[config.mk]
export PLATFORM = sky130hd
export DESIGN_NAME = ic_fetch
export DESIGN_NICKNAME = d
export VERILOG_FILES = /design/src/rtl/ic_fetch.sv
export SDC_FILE = /design/constraint.sdc
export NUM_CORES = 1
export LEC_CHECK = 0
export CAP_MARGIN = 20
export CORE_ASPECT_RATIO = 1.75
export CORE_MARGIN = 8
export CORE_UTILIZATION = 35
export CTS_BUF_LIST = sky130_fd_sc_hd__clkbuf_8
export CTS_CLUSTER_SIZE = 12
export DETAILED_ROUTE_END_ITERATION = 8
export PLACE_DENSITY = 0.66
export SLEW_MARGIN = 20
export SYNTH_ARGS = -nofsm -noshare
export SYNTH_HDL_FRONTEND = slang
export SYNTH_SLANG_ARGS = --single-unit
[constraint.sdc]
create_clock -name clk -period 3.3 [get_ports clk]
set_input_delay 0.66 -clock clk [delete_from_list [all_inputs] [get_ports clk]]
set_output_delay 0.66 -clock clk [all_outputs]
set_load 0.005 [all_outputs]
[src/rtl/ic_fetch.sv]
// Instruction-fetch stage: owns the PC, issues one SRAM read at a time and
// presents each fetched instruction to decode as a registered slot.
module ic_fetch #(
    parameter logic [31:0] RESET_PC = 32'hbfc0_0000,
    parameter int          ADEL_BIT = 16
) (
    input  logic        clk,
    input  logic        rst,
    input  logic [5:0]  stall,
    input  logic        flush,
    input  logic [31:0] new_pc,
    input  logic        br_e,
    input  logic [31:0] br_addr,
    output logic        stallreq,
    output logic        inst_sram_req,
    output logic [31:0] inst_sram_addr,
    input  logic        inst_sram_addr_ok,
    input  logic        inst_sram_data_ok,
    input  logic [31:0] inst_sram_rdata,
    output logic [64:0] ic_to_id_bus,
    output logic [31:0] ic_inst
);

    typedef enum logic [1:0] {
        ST_REQ  = 2'd0,
        ST_WAIT = 2'd1,
        ST_FULL = 2'd2
    } state_t;

    state_t      r_state;
    state_t      w_stateNext;
    logic [31:0] r_pc;
    logic [31:0] r_addr;
    logic [31:0] r_icPc;
    logic [31:0] r_icInst;
    logic [31:0] r_excepttype;
    logic        r_cancel;
    logic        r_slotValid;

    logic        w_hold;
    logic        w_redirect;
    logic [31:0] w_target;
    logic        w_misaligned;
    logic        w_issue;
    logic        w_dataIn;
    logic        w_fill;
    logic        w_fault;
    logic        w_consume;
    logic [31:0] w_pcNext;
    logic        w_unusedStall;

    assign w_unusedStall = ^{stall[5:2], stall[0]};

    // r_addr equals r_pc unless a redirect hit a request still waiting for
    // addr_ok; that request keeps its original address until accepted.
    assign w_hold       = stall[1];
    assign w_redirect   = flush | (br_e & ~w_hold);
    assign w_target     = flush ? new_pc : br_addr;
    assign w_misaligned = (r_addr[1:0] != 2'b00);
    assign w_issue      = (r_state == ST_REQ) & ~w_misaligned;
    assign w_dataIn     = (r_state == ST_WAIT) & inst_sram_data_ok;
    assign w_fill       = w_dataIn & ~r_cancel & ~w_redirect;
    assign w_fault      = (r_state == ST_REQ) & w_misaligned & ~w_redirect;
    assign w_consume    = (r_state == ST_FULL) & ~w_hold;
    assign w_pcNext     = w_redirect ? w_target : (w_consume ? r_pc + 32'd4 : r_pc);

    always_ff @(posedge clk or negedge rst) begin
        if (!rst) begin
            r_state <= ST_REQ;
        end else begin
            r_state <= w_stateNext;
        end
    end

    always_comb begin
        w_stateNext = r_state;
        unique case (r_state)
            ST_REQ: begin
                if (w_misaligned) begin
                    w_stateNext = w_redirect ? ST_REQ : ST_FULL;
                end else if (inst_sram_addr_ok) begin
                    w_stateNext = ST_WAIT;
                end
            end
            ST_WAIT: begin
                if (inst_sram_data_ok) begin
                    w_stateNext = (r_cancel | w_redirect) ? ST_REQ : ST_FULL;
                end
            end
            ST_FULL: begin
                if (w_redirect | ~w_hold) begin
                    w_stateNext = ST_REQ;
                end
            end
            default: w_stateNext = ST_REQ;
        endcase
    end

    always_comb begin
        inst_sram_req  = rst & w_issue;
        inst_sram_addr = r_addr;
        stallreq       = rst & ~r_slotValid & ~flush & ~br_e;
        ic_to_id_bus   = {r_excepttype, r_slotValid, r_icPc};
        ic_inst        = r_icInst;
    end

    always_ff @(posedge clk or negedge rst) begin
        if (!rst) begin
            r_pc         <= RESET_PC;
            r_addr       <= RESET_PC;
            r_cancel     <= 1'b0;
            r_slotValid  <= 1'b0;
            r_icPc       <= 32'd0;
            r_icInst     <= 32'd0;
            r_excepttype <= 32'd0;
        end else begin
            r_pc <= w_pcNext;
            if ((w_stateNext == ST_REQ) && !w_issue) begin
                r_addr <= w_pcNext;
            end
            if (w_dataIn) begin
                r_cancel <= 1'b0;
            end else if (w_redirect && (w_issue || (r_state == ST_WAIT))) begin
                r_cancel <= 1'b1;
            end
            r_slotValid <= w_fill | w_fault | ((r_state == ST_FULL) & w_hold & ~w_redirect);
            if (w_fill) begin
                r_icInst     <= inst_sram_rdata;
                r_icPc       <= r_pc;
                r_excepttype <= 32'd0;
            end else if (w_fault) begin
                r_icInst     <= 32'd0;
                r_icPc       <= r_pc;
                r_excepttype <= 32'd1 << ADEL_BIT;
            end else if (w_redirect) begin
                r_excepttype <= 32'd0;
            end
        end
    end

endmodule
Word-level counts from Yosys, hierarchy flattened
Index checks and enable logic that the tools add are counted.

cells by class
  add/sub/neg operators = 1
  $mul = 0
  divide/modulo/power cells = 0
  $lt $le $gt $ge = 0
  equality and inequality tests = 2
  shift operators = 0
  multiplexer cells = 19
  bitwise logic cells = 26
  reduce and logical (&&, ||, !) cells = 10

operators by type and width
  cell                     count
  $mux W32                 10
  $add A32 B3 Y32 const B  1
  $and A1 B1 Y1            14
  $mux W2                  6
  $not A1 Y1               7
  $pmux W2 S3              1
  $reduce_bool A2 Y1       3
  $or A1 B1 Y1             5
  $logic_not A2 Y1         2
  $reduce_bool A3 Y1       1
  $eq A2 B1 Y1 const B     1
  $eq A2 B2 Y1 const B     1
  $logic_and A1 B1 Y1      2
  $mux W1                  2
  $logic_not A1 Y1         1
  $logic_or A1 B1 Y1       1

word-level totals
  flip-flop bits (word level) = 164
  bits in latches = 0
  bits in writable memories = 0
  memory bits (read-only) = 0
  input port bits = 108
  output and inout bits = 131
  logic and storage cells = 66
  memories = 0

Longest topological paths before layout
  depth in word-level cells = 9
  gate-level depth with buffers = 9
  gate-level depth less buffers = 6

Least setup slack after synthesis
OpenSTA, ideal clock, no wires.

  path type = input to register
  start point = input port flush
  end point = register r_addr[30] (netlist: inst_sram_addr[30])
  library setup time = 0.130 ns
  arrival time = 2.162 ns
  required time = 3.170 ns
  path slack = 1.007 ns
  stages = 6
  buffers on the path = 3
  path through = clkbuf_1 -> clkbuf_1 -> clkbuf_1 -> mux2_2 -> a22oi_1 -> o21ai_0

on the way
  word-level cells in the longest chain between the ends = 7

ends and longest elaborated chain
  item                  line  text
  from (decl)           10    input logic flush,
  $or A1 B1 Y1          57    assign w_redirect = flush | (br_e & ~w_hold);
  $or A1 B1 Y1          87    w_stateNext = (r_cancel | w_redirect) ? ST_REQ : ST_FULL;
  $mux W2               87
  $mux W2               86    if (inst_sram_data_ok) begin
  $pmux W2 S3           77    unique case (r_state)
  $logic_not A2 Y1      118   if ((w_stateNext == ST_REQ) && !w_issue) begin
  $logic_and A1 B1 Y1   118
  to (signal assigned)  119   r_addr <= w_pcNext;
  to (decl)             33    logic [31:0] r_addr;

Several ways; a longest one is shown, not always the timed one.
A chain may end at the register's enable or synchronous reset.

Final worst setup path
  start point = input port br_e
  end point = output port stallreq

on the way
  word-level cells in the longest chain between the ends = 2

ends and longest elaborated chain
  item           line  text
  from (decl)    12    input logic br_e,
  $not A1 Y1     102   stallreq = rst & ~r_slotValid & ~flush & ~br_e;
  $and A1 B1 Y1  102
  to (decl)      14    output logic stallreq,

Every way passes these cells.

==> flow_summary.ini <==
[run_status]
status = finished clean

[hold_path]
hold_path.class = in2async

[cts]
numCtsBuffers = 17
path_clk_slew_ns = 0.08
clockBufferDepth = 2
root_buffer = clkbuf_8
cts_sinks = 133
clock_latency_ns = 0.44
cts_resized = 0
htreeDepth = 4
post_cts_buffers = 0
cts_tree = yes
cts_hold_buf = 0

[power]
seq_power_share_pct = 39.7
p_clk_share_pct = 19.8
p_leak_nw = 3.66
vdd_drop_max_v = 0.000290
p_comb_share_pct = 40.5
total_power_mw = 6.50
switching_share_pct = 32.4
p_per_area_nw_per_um2 = 734
p_int_mw = 4.39
netSwitchingPower_mw = 2.10

[setup_path]
arrival_ns = 2.38
cp_slowest_stage_delay_ns = 0.61
critical-path-slowest-cell = clkdlybuf4s50_1
critPathMaxFanout = 2
reg2reg_to = inst_sram_addr[26]$_DFFE_PN1P_
reg2regPathDepth = 6
cp-start-kind = input pin
cp.required_ns = 2.64
path_delay_family = buffers and inverters
path_common_cell = clkdlybuf4s50_1
r2r_slack_ns = 0.89
reg2reg_from = r_state[1]$_DFF_PN0_
cp-end-kind = output pin
crit_buf_inv = 3
crit_path_cell_trace = clkdlybuf4s50_1 -> buf_4 -> nor4b_1 -> clkdlybuf4s50_1
critical_path_class = in2out

[synthesis]
ys_ff_latch = 133
synth_top_area_share_pct = 45.9
synth_edf_count = 0
ys.warnings.count = 0
ys_dominant_reg_cell = dfrtp_1
syn-mean-instance-area_um2 = 11.5
synthTopCellsByArea = dfrtp_1, mux2_2, dfstp_2
synthArstFlopShare_pct = 100
netlist_area_um2 = 6270
yosysUniqueCellTypes = 59
synth_area_leader_cell = dfrtp_1
syn_inst = 545
seq_area_frac_synth_pct = 53.4

[floorplanning]
io_pins = 239
core_area_um2 = 17800
design.die.area_um2 = 22600
initial_core_util_pct = 35.2
die_width_um = 117
die_y_um = 193
placementRows = 65

[timing]
finalCriticalPeriod_ns = 3.04
tns_ns = 0
rsz0062_at_grt = false
worst_pin_slew_ns = 0.850
final_max_slew_viol_count = 0
worst_hold_slack_ns = 0.0466
slew_headroom_pct = 43.2
max_freq_ghz = 0.329
setup_viol = 0
period_share_pct = 92.1
finalHoldViolations = 0
fin_skew_ns = 0.0166

[place]
port-buffer-count = 202
gp_congestion = 0.817
hpwl_um = 15000
placedInstanceArea_um2 = 8490

[drt]
wl_met1_um = 6880
wl_met3_um = 1430
antenna_left = 0
drt_iter0_markers = 164
via_per_inst = 5.09
highest_layer = met4
drc = 0
wl_met2_um = 10800
firstDrtPassIters = 4
drt_wl_total_um = 19700
vias = 5071
routed_wire_length_per_instance_um = 19.8

[job]
drv_cap = 0

[global_route]
antenna_found_initial = 0
grt_max_degree = 64
grt_pass1_wl_um = 30200
grt_pass1_vias = 5468
grt_overflow = 0
grt_util_all_layers_pct = 17.7

[cells_and_area]
fin_area_um2 = 8850
diodes = 0
fill_cells = 1609
drive_gt1_share_pct = 18.0
fin_nets = 859
area_growth_pct = 41.1
## power by group through the flow
stage / logic, mW / clock network (mW) / registers (mW)
2_1_floorplan: 1.20 / 0 / 2.55
3_3_place_gp: 2.63 / 0 / 2.59
3_5_place_dp: 2.68 / 0 / 2.61
4_1_cts: 2.69 / 1.32 / 2.59
5_1_grt: 2.84 / 1.40 / 2.66
6_report: 2.63 / 1.29 / 2.58
## cells by family after synthesis
group | Yosys count | synth area share (%)
other | 1 | 0.0598
adders and majority gates | 1 | 0.199
muxes | 67 | 11.8
and+or+nand+nor | 135 | 12.2
DFF | 133 | 53.4
buffers and inverters | 74 | 6.58
xor gates and xnor gates | 20 | 2.79
AOI/OAI and AO/OA | 114 | 12.9
## Yosys cell counts (2+ instances only)
cell and count:
dfstp_2 18, xnor2_1 9, a21oi_1 22, nand2b_1 5, a221oi_1 2, dfrtp_1 115
buf_4 34, mux2_2 56, or4_1 5, nand4_1 12, o31ai_1 3, nand3_1 10
a211oi_1 7, a22oi_1 8, or3_1 5, xor2_1 11, mux2i_1 10, a21o_1 2
a311oi_1 2, a31oi_1 4, o21ai_0 19, and3_1 3, or2_2 2, clkbuf_1 24
inv_1 7, nor3b_1 2, nor2_1 26, a22o_1 32, buf_1 3, nor3_1 9
and4_1 3, o211ai_1 3, nand2_1 30, nor2b_1 7, nor4_1 6, buf_2 6
## how the worst max path moves through the flow
stage | from | end | slack [ns] | cells after the start
final | br_e | stallreq | 0.26 | 4
after global routing | br_e | stallreq | 0.29 | 4
after CTS | br_e | stallreq | 0.25 | 4
after detailed placement | br_e | stallreq | 0.27 | 4
after global placement | br_e | stallreq | 0.24 | 4
after floorplan | flush | inst_sram_addr[30]$_DFFE_PN0P_ | 1.01 | 6
## routing by layer
layer | vias up | global-route usage, %
li1 | 2333 | -
met1 | 2510 | 18.1
met2 | 193 | 32.5
met3 | 35 | 4.27
met4 | 0 | 8.37
met5 | - | 0
## area by class of cell
| cell class | instances | area (um2) | share of cell area, % |
|---|---|---|---|
| flip-flops and latches | 133 | 3350 | 37.8 |
| repair buffers | 223 | 2180 | 24.6 |
| clock buffers | 17 | 234 | 2.64 |
| inverters | 7 | 26.3 | 0.297 |
| multi-input cells | 368 | 2640 | 29.8 |
| clock inverters | 15 | 133 | 1.50 |
| well taps | 234 | 293 | 3.31 |
## worst register-to-register path, stage by stage, from the launching register on
cell	delay, ns
dfrtp_1	0.60
or3b_1	0.50
nor4_4	0.54
buf_4	0.21
nand3_1	0.09
xor2_1	0.20
o21ai_0	0.19
## registers in the layout, summed over array words and instances, names as in the netlist
signal and count:
ic_inst 32, inst_sram_addr 32, r_icPc 32, r_pc 32, r_state 2, r_cancel 1
r_excepttype 1, r_slotValid 1
## placed cells by master (no fill, tap or decap), types with 8 or more instances in the layout
cell	n
nand2_1	30
mux2_2	56
o21ai_0	19
nand4_1	12
xnor2_1	9
a22o_1	32
xor2_1	11
clkbuf_8	17
nor3_1	9
a22oi_1	8
buf_4	21
a21oi_1	22
dfrtp_1	115
nor2_1	24
clkdlybuf4s50_1	200
inv_1	10
mux2i_1	10
dfstp_2	18
nand3_1	10
conb_1	31
## stage by stage
step           instances  utilization, %  setup slack [ns]
2_1_floorplan        575               -              1.01
3_3_place_gp         965            47.6             0.244
3_5_place_dp         965            47.7             0.268
4_1_cts              997            49.7             0.246
5_1_grt              997            49.7             0.289
6_report             997            49.7             0.261
Power figures use the tool's default switching activity.
